--- src/rtl/seq_ctrl_pkg.sv ---
// seq_ctrl_pkg: shared state encoding and latency constants for the
// read -> process -> write sequencer.
package seq_ctrl_pkg;

  typedef enum logic [1:0] {
    IDLE  = 2'd0,
    RUN   = 2'd1,
    DRAIN = 2'd2,
    DONE  = 2'd3
  } state_t;

  // Block RAM read latency: the PE sees data one cycle after en_rd.
  localparam int RD_LAT = 1;

  // Deepest PE latency the write pipe is expected to cover.
  localparam int PE_LAT_MAX = 8;

endpackage

--- src/rtl/seq_ctrl_pipe.sv ---
// seq_ctrl_pipe: valid + index shift register carrying read tokens to the
// write side. DEPTH is the total delay from in_valid to last_valid. The
// final stage exists only as the registered last_* outputs, so during a
// hold the visible enables read 0 while the stored tokens stay put and
// nothing is shown twice once shifting resumes.
module seq_ctrl_pipe
  import seq_ctrl_pkg::*;
#(
  parameter int DEPTH = RD_LAT + 1,
  parameter int WIDTH = 4
) (
  input  logic             clk,
  input  logic             rst,
  input  logic             flush,
  input  logic             hold,
  input  logic             in_valid,
  input  logic [WIDTH-1:0] in_data,
  output logic             first_valid,
  output logic             last_valid,
  output logic [WIDTH-1:0] last_data,
  output logic             pending
);

  localparam int NS = DEPTH - 1;

  logic [NS-1:0]    stage_valid;
  logic [WIDTH-1:0] stage_data [NS];

  // Any token still stored means writes are outstanding beyond this cycle.
  assign pending = |stage_valid;

  // Stored stages: cleared on reset/flush, frozen on hold, otherwise shift.
  always_ff @(posedge clk) begin
    if (rst || flush) begin
      stage_valid <= '0;
      for (int k = 0; k < NS; k++) begin
        stage_data[k] <= '0;
      end
    end else if (!hold) begin
      stage_valid[0] <= in_valid;
      stage_data[0]  <= in_data;
      for (int k = 1; k < NS; k++) begin
        stage_valid[k] <= stage_valid[k-1];
        stage_data[k]  <= stage_data[k-1];
      end
    end
  end

  // Registered taps: first stage drives en_pe, final stage drives en_wr.
  always_ff @(posedge clk) begin
    if (rst || flush) begin
      first_valid <= 1'b0;
      last_valid  <= 1'b0;
      last_data   <= '0;
    end else if (hold) begin
      first_valid <= 1'b0;
      last_valid  <= 1'b0;
    end else begin
      first_valid <= in_valid;
      last_valid  <= stage_valid[NS-1];
      last_data   <= stage_data[NS-1];
    end
  end

endmodule

--- src/rtl/seq_ctrl.sv ---
// seq_ctrl: sequencer for one memory-to-memory pass. Issues len reads from
// base_rd, enables the PE one cycle later and the matching writes to base_wr
// PE_LAT cycles after that, then pulses done.
// Optional feature: define SEQ_CTRL_STALL_EN to add the stall input, which
// freezes the sequence and blanks the enables while high.
module seq_ctrl
  import seq_ctrl_pkg::*;
#(
  parameter int ADDR_W = 4,
  parameter int PE_LAT = 1
) (
  input  logic              clk,
  input  logic              rst,
  input  logic              clr,
  input  logic              start,
  input  logic [ADDR_W-1:0] base_rd,
  input  logic [ADDR_W-1:0] base_wr,
  input  logic [ADDR_W:0]   len,
`ifdef SEQ_CTRL_STALL_EN
  input  logic              stall,
`endif
  output logic              en_rd,
  output logic [ADDR_W-1:0] addr_rd,
  output logic              en_pe,
  output logic              en_wr,
  output logic [ADDR_W-1:0] addr_wr,
  output logic              busy,
  output logic              done
);

  localparam int PIPE_DEPTH = RD_LAT + PE_LAT;

  state_t            state, state_next;
  logic [ADDR_W:0]   cnt, cnt_next, len_q, len_n;
  logic [ADDR_W-1:0] base_rd_q, base_rd_n, base_wr_q, base_wr_n;
  logic [ADDR_W-1:0] addr_rd_n, wr_addr_cur;
  logic              hold, stall_w, pending, en_rd_n, rd_active;

`ifdef SEQ_CTRL_STALL_EN
  assign stall_w = stall;
`else
  assign stall_w = 1'b0;
`endif

  // The read being shown this cycle becomes a pipe token on the next shift.
  assign rd_active   = (state == RUN);
  assign wr_addr_cur = base_wr_q + cnt[ADDR_W-1:0];

  // Next-state, read index and captured-parameter logic; clr overrides all.
  always_comb begin
    state_next = state;
    cnt_next   = cnt;
    len_n      = len_q;
    base_rd_n  = base_rd_q;
    base_wr_n  = base_wr_q;
    hold       = stall_w && ((state == RUN) || (state == DRAIN));
    case (state)
      IDLE: begin
        if (start) begin
          len_n      = len;
          base_rd_n  = base_rd;
          base_wr_n  = base_wr;
          cnt_next   = '0;
          state_next = (len == '0) ? DONE : RUN;
        end
      end
      RUN: begin
        if (!hold) begin
          if (cnt == len_q - 1'b1) begin
            state_next = DRAIN;
          end else begin
            cnt_next = cnt + 1'b1;
          end
        end
      end
      DRAIN: begin
        if (!hold && !pending) begin
          state_next = DONE;
        end
      end
      DONE: begin
        state_next = IDLE;
      end
      default: begin
        state_next = IDLE;
      end
    endcase
    if (clr) begin
      state_next = IDLE;
      cnt_next   = '0;
      len_n      = len_q;
      base_rd_n  = base_rd_q;
      base_wr_n  = base_wr_q;
    end
    en_rd_n   = (state_next == RUN) && !hold;
    addr_rd_n = base_rd_n + cnt_next[ADDR_W-1:0];
  end

  // State register plus registered read-side, busy and done outputs.
  always_ff @(posedge clk) begin
    if (rst) begin
      state     <= IDLE;
      cnt       <= '0;
      len_q     <= '0;
      base_rd_q <= '0;
      base_wr_q <= '0;
      en_rd     <= 1'b0;
      addr_rd   <= '0;
      busy      <= 1'b0;
      done      <= 1'b0;
    end else begin
      state     <= state_next;
      cnt       <= cnt_next;
      len_q     <= len_n;
      base_rd_q <= base_rd_n;
      base_wr_q <= base_wr_n;
      en_rd     <= en_rd_n;
      if (en_rd_n) begin
        addr_rd <= addr_rd_n;
      end
      busy <= (state_next == RUN) || (state_next == DRAIN);
      done <= (state_next == DONE);
    end
  end

  seq_ctrl_pipe #(
    .DEPTH(PIPE_DEPTH),
    .WIDTH(ADDR_W)
  ) u_pipe (
    .clk        (clk),
    .rst        (rst),
    .flush      (clr),
    .hold       (hold),
    .in_valid   (rd_active),
    .in_data    (wr_addr_cur),
    .first_valid(en_pe),
    .last_valid (en_wr),
    .last_data  (addr_wr),
    .pending    (pending)
  );

endmodule

--- config.mk ---
export PLATFORM = sky130hd
export DESIGN_NAME = seq_ctrl
export DESIGN_NICKNAME = d
export VERILOG_FILES = /design/src/rtl/seq_ctrl_pkg.sv /design/src/rtl/seq_ctrl_pipe.sv /design/src/rtl/seq_ctrl.sv
export SDC_FILE = /design/constraint.sdc
export NUM_CORES = 1
export LEC_CHECK = 0
export ABC_AREA = 1
export BUFFER_PORTS_ARGS = -buffer_cell sky130_fd_sc_hd__buf_4
export CORE_UTILIZATION = 30
export CTS_CLUSTER_DIAMETER = 120
export CTS_CLUSTER_SIZE = 12
export DETAILED_ROUTE_END_ITERATION = 8
export PLACE_DENSITY = 0.52
export SKIP_LAST_GASP = 1
export SLEW_MARGIN = 20
export SYNTH_ARGS = -nofsm -noshare
export SYNTH_HDL_FRONTEND = slang
export SYNTH_SLANG_ARGS = --single-unit
--- constraint.sdc ---
create_clock -name clk -period 2.85 [get_ports clk]
set_input_delay 0.57 -clock clk [delete_from_list [all_inputs] [get_ports clk]]
set_output_delay 0.57 -clock clk [all_outputs]
set_load 0.02 [all_outputs]
==> impl_results.md, run 1 <==
- Status: finished clean
- Die Span X: 80.73 um
- Synth-to-Final Area Change: 25.10%
- Initial core utilization: 31.22%
- Post-Synthesis Cells: 255
- H-Tree Level Count: 2
- Largest net degree at the start of global routing: 15
- Num CTS Buffers: 5
- Overflow after GRT: 0
- DR vias: 1582
- Synth area leaders: dfxtp_1 40%, nor2_1 9.9%, nand2_1 7.9%, inv_1 7.5%, ha_1 6.7%
- Post-Syn Nets: 284
- Clk Tree Root Cell: clkbuf_8
- Leakage: ~1.1 nW
- Post-DR wirelength/cell: 11.16 um
- Max Clk Rate: 385.6 MHz
- Drt pass-1 iters: 4
- Reg clk slew, reported paths: 0.08 ns
- Vias per cell: around 4.3
- Max Buffers Root-to-Sink: 2
- Final setup violation count: 0
- Final Cycle Share: 91.00%
- Slew @ Worst Pin: 0.3469 ns
- Max rail drop VDD: 0.2741 mV
- Synth Cell Area: between 1500 and 2000 um2
- Max Cap Viol: 0
- HPWL Detailed: 3122 um
- Placer's final routability congestion estimate: 0.8400
- Post-synth EDFFs: 0
- Post-CTS Hold Fix Bufs: 0
- HP Class: reg2reg
- Most common cell on crit path: nand2_1
- CP max stage delay: 0.31 ns
- Slew Limit Fails: 0
- 1st-iter DRT viols: 47
- Unrepaired setup endpoints after global routing: yes
- Total power density per cell area: 520.3 nW/um2
- Slew margin rel.: 76.85%
- Setup crit start: len_q[1]
- FF-to-FF path depth: 23
- Syn Area/Cell: 7.291 um2
- Worst Hold Launch: u_pipe.stage_data[0][0]
- Yosys warns: 0
- Power Total: roughly 1.2 mW
- Synth Flop Type: dfxtp_1
- Number of distinct library cells after synthesis: 33
- #FFs+latches synth: 37
- Most common cell after layout, fill and taps aside: nor2_1
- Ant diodes: 0
- Fin util: approximately two fifths
- Max Clock Skew: 0.002852 ns
- Crit Path Max Fanout: 6
- RR Startpoint: len_q[1]
- Die area: about 6500 um2
- NumNets Final: 318
- CP Cell Sequence: inv_1 > ha_4 > inv_1 > nand2_1 > nand2_1 > nor2_2 > nand2_2 > nor2_4 > nand2_4 > nand2_4 > nand2_2 > o22ai_2 > inv_2 > nor2_4 > ha_1 > nand2_1 > nor2_1 > a211oi_2 > xnor2_1 > nand3_1 > nand2_1 > nor2_1 > nor2_1
- Drt drc: 0
- CP max-delay cell: dfxtp_1
- Vias in the first global route: approximately 1500
- Setup CP Type: reg2reg
- Core Region: 5956 um2
- # IOs: 30
- Die height: 80.73 um
- Layout cells sized above 1: between 20 and 25%
- Top-area cell type share of the netlist area: 39.84%
- Startpoint Class: flop
- Total track usage: 13.91%
- WP data required: approximately 3.1 ns
- Hold Path Cell Cnt: 2
- First-pass GRT wire length: around 6700 um
- Clk sink count: 37
- WP data arrival: 2.82 ns
- CTS tree: done
- Critical Path Sink Type: flop
- Leading area contributor after synthesis: dfxtp_1
- Hold violation count in the final report: 0
- Sequential area share after synthesis: between 30% and 40%
- Num rows: 28
- Minimum clock period: 2.593 ns
- Asr flop ratio synth: 0%
- Port Buf Inserts: 29
- WL final: 4074 um
- Initial antenna violation count: 0
- Commonest non-fill, non-tap cells in the layout: 49 x nor2_1, 39 x nand2_1, 36 x inv_1, 36 x dfxtp_1, 32 x buf_4
- Post-route antenna net violation count: 0
- Clk_lat worst skew: around 0.29 ns
timing repair:
item / CTS / global route
resized for setup: 0 / 6
setup buffers: 0 / 1
endpoints found under the setup margin: 0 / 2
Yosys cell counts (all sizes together) (2+ instances only):
cell / instances
nand2: 43
buf: 2
nand3: 11
inv: 45
a211oi: 3
xnor2: 3
a21oi: 12
ha: 10
clkbuf: 3
or2: 3
o21ai: 18
dfxtp: 37
fa: 2
nor2: 53
metal layers:
| layer | GRT usage, % | part of all wire [%] |
|---|---|---|
| met4 | 5.357 | 0.98 |
| met3 | 3.523 | 3.8 |
| met2 | 23.47 | 47 |
| met5 | 0 | 0 |
| met1 | 16.86 | 48 |
registers in the layout (all words and copies together) (netlist names), 2 cells and up:
name / cells
addr_rd: 4
state: 2
cnt: 5
base_rd_q: 4
u_pipe.last_data: 4
base_wr_q: 4
u_pipe.stage_data: 4
len_q: 5
path summary, 6_finish.rpt:
check                        endpoint  slack [ns]
setup / recovery           addr_rd[3]        0.26
hold / removal    u_pipe.last_data[0]        0.41
setup reg to reg           addr_rd[3]        0.26
hold reg to reg   u_pipe.last_data[0]        0.41
power breakdown:
group	leakage (nW)	internal (mW)	switching (mW)	total [mW]
registers	0.302	0.540	0.0126	0.552
clock network	0.0574	0.285	0.196	0.481
logic	0.726	0.0732	0.104	0.177
total	1.09	0.898	0.313	1.21
stage by stage:
| step | area [um2] | setup slack (ns) | TNS, ns | hold slack, ns | instances |
|---|---|---|---|---|---|
| 2_1_floorplan | 1859 | 0.3333 | 0 | 0.3936 | 255 |
| 3_3_place_gp | 2162 | 0.2008 | 0 | 0.3960 | 356 |
| 3_5_place_dp | 2162 | 0.1447 | 0 | 0.4004 | 356 |
| 4_1_cts | 2282 | 0.09809 | 0 | 0.4132 | 364 |
| 5_1_grt | 2326 | -0.08794 | -0.08794 | 0.4242 | 365 |
| 6_report | 2326 | 0.2566 | 0 | 0.4095 | 365 |
logic make-up after synthesis:
logic type      Yosys count  synth area share (%)
xor+xnor                  4                 1.885
flops                    37                 39.84
buf+inv                  51                 10.56
simple gates            114                 27.05
compound gates           37                 11.78
fa+ha+maj                12                 8.883
critical path, delay by kind of cell, from the launching register on:
family	cells	cell delay, ns
buf+inv	3	0.17
flops	1	0.31
xor+xnor	1	0.16
compound gates	2	0.26
simple gates	15	1.12
fa+ha+maj	2	0.52
cell type report:
cell class / count / area (um2)
well taps: 75 / 93.84
multi-input cells: 167 / 957.2
flip-flops and latches: 37 / 742.0
fillers: 667 / 3630
clock buffers: 6 / 82.58
inverters: 46 / 172.7
clock inverters: 2 / 37.54
repair buffers: 32 / 240.2
No activity file was read; power rests on OpenSTA's default activity.
==> run 2: changes to the inputs <==
--- a/config.mk
+++ b/config.mk
@@ -5,7 +5,7 @@
 export SDC_FILE = /design/constraint.sdc
 export NUM_CORES = 1
 export LEC_CHECK = 0
-export ABC_AREA = 1
+export ABC_AREA = 0
 export BUFFER_PORTS_ARGS = -buffer_cell sky130_fd_sc_hd__buf_4
 export CORE_UTILIZATION = 30
 export CTS_CLUSTER_DIAMETER = 120
==> impl_results.md, run 2 <==
- Status: finished with violations
- Failing checks: setup timing
- Most common cell after layout, fill and taps aside: buf_4
- WP data required: 3.04 ns
- Initial antenna violation count: 0
- #FFs+latches synth: 37
- Synth area leaders: dfxtp_1 42%, ha_1 7.0%, nand2_1 5.7%, nor2_1 5.1%, a21oi_1 4.2%
- Post-Syn Nets: between 200 and 250
- HPWL Detailed: 3096 um
- Clk Tree Root Cell: clkbuf_8
- Placer's final routability congestion estimate: 0.8299
- Largest net degree at the start of global routing: 24
- Yosys warns: 0
- Synth Cell Area: 1783 um2
- Max rail drop VDD: approximately 0.27 mV
- RR Startpoint: len_q[0]
- Startpoint Class: flop
- Num rows: 27
- Top-area cell type share of the netlist area: between 40% and 50%
- Clk sink count: 37
- Initial core utilization: 31.79%
- # fillers: ~580
- CP Cell Sequence: inv_2 > ha_4 > xnor2_1 > o2bb2ai_2 > a2111oi_4 > mux2_1 > a22o_1 > nor2b_4 > ha_4 > a21o_1 > a21oi_2 > xor2_1 > and2_1 > a2111oi_2
- Clk_lat worst skew: 0.29 ns
- Max Buffers Root-to-Sink: 2
- Max Clock Skew: 0.006714 ns
- 1st-iter DRT viols: 62
- Finished Layout Cells: 325
- First-pass GRT wire length: slightly below 7000 um
- Die height: 79.09 um
- Top flop regs: cnt (5), len_q (5)
- Port Buf Inserts: 29
- Setup CP Type: reg2reg
- Top cells by count, synth: 37 x dfxtp_1, 27 x nand2_1, 24 x nor2_1
- # IOs: 30
- Max Cap Viol: 0
- Worst Hold Launch: u_pipe.stage_data[0][2]
- Most frequent cell after synthesis: dfxtp_1
- Slew margin rel.: 72.33%
- Power Total: 1.103 mW
- Slew @ Worst Pin: 0.4093 ns
- Drt pass-1 iters: 4
- Max Clk Rate: between 300 and 400 MHz
- Fin Setup TNS: -0.2230 ns
- Slew Limit Fails: 0
- Setup WS post-layout: -0.1349 ns
- Vias per cell: 4.514
- CTS tree: done
- Number of distinct library cells after synthesis: 38
- Worst reg2reg setup slack: -0.13 ns
- Core Region: 5608 um2
- Layout cells sized above 1: 32.02%
- Synth Flop Type: dfxtp_1
- Ant diodes: 0
- WL final: 4042 um
- H-Tree Level Count: 2
- NumNets Final: 281
- Overflow after GRT: 0
- Post-synth EDFFs: 0
- Leading area contributor after synthesis: dfxtp_1
- RR Endpoint: addr_rd[3]
- HP Class: reg2reg
- Post-route antenna net violation count: 0
- Unrepaired setup endpoints after global routing: yes
- Total power density per cell area: 458.2 nW/um2
- Most common cell on crit path: ha_4
- CP max-delay cell: a2111oi_4
- FF+latch area: 743.2 um2
- DR vias: 1467
- Leakage: about 1.1 nW
- Die area: between 6000 and 7000 um2
- Syn Area/Cell: 8.870 um2
- Post-Synthesis Cells: 201
- Critical Path Sink Type: flop
- Dpl cells: 314
- Synth-to-Final Area Change: 35.02%
- CP bufs+invs: 1
- Commonest non-fill, non-tap cells in the layout: 53 x buf_4, 35 x dfxtp_1, 27 x nand2_1
- Post-DR wirelength/cell: 12.44 um
- Sequential area share after synthesis: 41.54%
- Minimum clock period: between 2 and 3 ns
- Hold Path Cell Cnt: 1
- Total track usage: 14.27%
- CP max stage delay: ~0.4 ns
- FF-to-FF path depth: 14
- Hold violation count in the final report: 0
- Hold endpoint: u_pipe.last_data[2]
- Final Cycle Share: 104.7%
- Vias in the first global route: around 1400
- Reg clk slew, reported paths: 0.08 ns
- Die Span X: 79.09 um
- Drt drc: 0
- Crit Path Max Fanout: 4
- Num CTS Buffers: 5
- Asr flop ratio synth: 0%
- Crit-path leading delay family: compound AO/OA/AOI/OAI gates
- Final setup violation count: 3
- Multi-input logic area: 1033 um2
- WP data arrival: 3.18 ns
run 2: cell types whose count changed in the layout (fill, tap and decap cells not counted), moves of 6 or more:
cell | before | now
nand3_1 | 9 | 2
and2_1 | 0 | 10
buf_4 | 32 | 53
nor2_1 | 49 | 24
nand2_1 | 39 | 27
o21ai_0 | 16 | 2
inv_2 | 9 | 3
inv_1 | 36 | 8
run 2: worst reg2reg max path, cell delays in order, from the launching register on:
cell and delay [ns]:
dfxtp_2 0.34, inv_2 0.04, ha_4 0.17, xnor2_1 0.13, o2bb2ai_2 0.15, a2111oi_4 0.40, mux2_1 0.36, a22o_1 0.20
nor2b_4 0.14, ha_4 0.16, a21o_1 0.16, a21oi_2 0.14, xor2_1 0.08, and2_1 0.16, a2111oi_2 0.27
run 2: cells by family after synthesis:
kind of cell	synth area share (%)
AOI/OAI and AO/OA	13.33
DFF	41.54
muxes	2.877
adders and majority gates	9.263
buffers and inverters	4.421
and+or+nand+nor	23.16
xor gates and xnor gates	5.403
run 2: what timing repair did:
| item | 4_1_cts | 5_1_grt |
|---|---|---|
| buffers inserted | 2 | 1 |
| resized for setup | 8 | 4 |
| hold buffers | 0 | 0 |
| endpoints found under the hold margin | 0 | 0 |
| pin swaps | 5 | 4 |
| endpoints found under the setup margin | 3 | 3 |
run 2: per-stage QoR:
step / hold slack [ns] / utilization [%] / area [um2] / setup slack [ns]
after floorplan: 0.4057 / - / 1803 / -0.2148
after global placement: 0.4080 / 39.78 / 2231 / -0.1899
after detailed placement: 0.4123 / 39.78 / 2231 / -0.2447
after CTS: 0.4293 / 42.39 / 2377 / -0.1467
after global routing: 0.4594 / 42.93 / 2407 / -0.3498
final: 0.4272 / 42.93 / 2407 / -0.1349
run 2: cell type report:
| type | instances | area share, % |
|---|---|---|
| sequential | 37 | 30.87 |
| multi-input combinational | 144 | 42.93 |
| inverter | 11 | 1.715 |
| clock inverter | 1 | 0.2079 |
| timing repair buffer | 53 | 16.53 |
| tap | 72 | 3.742 |
| clock buffer | 7 | 4.002 |
run 2: routing by layer:
metal	track usage, %	share of wire, %	vias to the layer above
met2	22.16	45	37
met4	6.182	2.6	0
met3	3.908	4.6	11
met1	18.43	48	654
met5	0	0	-
li1	-	-	765
run 2: report_power, final:
part / internal (mW) / total [mW] / switching, mW
logic: 0.0738 / 0.150 / 0.0766
clock network: 0.219 / 0.408 / 0.189
registers: 0.533 / 0.545 / 0.0113
total: 0.826 / 1.10 / 0.277
run 2: worst max path at each step:
stage                         from         end  slack, ns  cells after the start
after detailed placement  len_q[1]  addr_rd[3]      -0.24                     14
after global placement    len_q[1]  addr_rd[3]      -0.19                     14
final                     len_q[0]  addr_rd[3]      -0.13                     14
after CTS                 len_q[0]  addr_rd[3]      -0.15                     14
after global routing      len_q[1]  addr_rd[3]      -0.35                     15
after floorplan           len_q[0]  addr_rd[3]      -0.21                     14
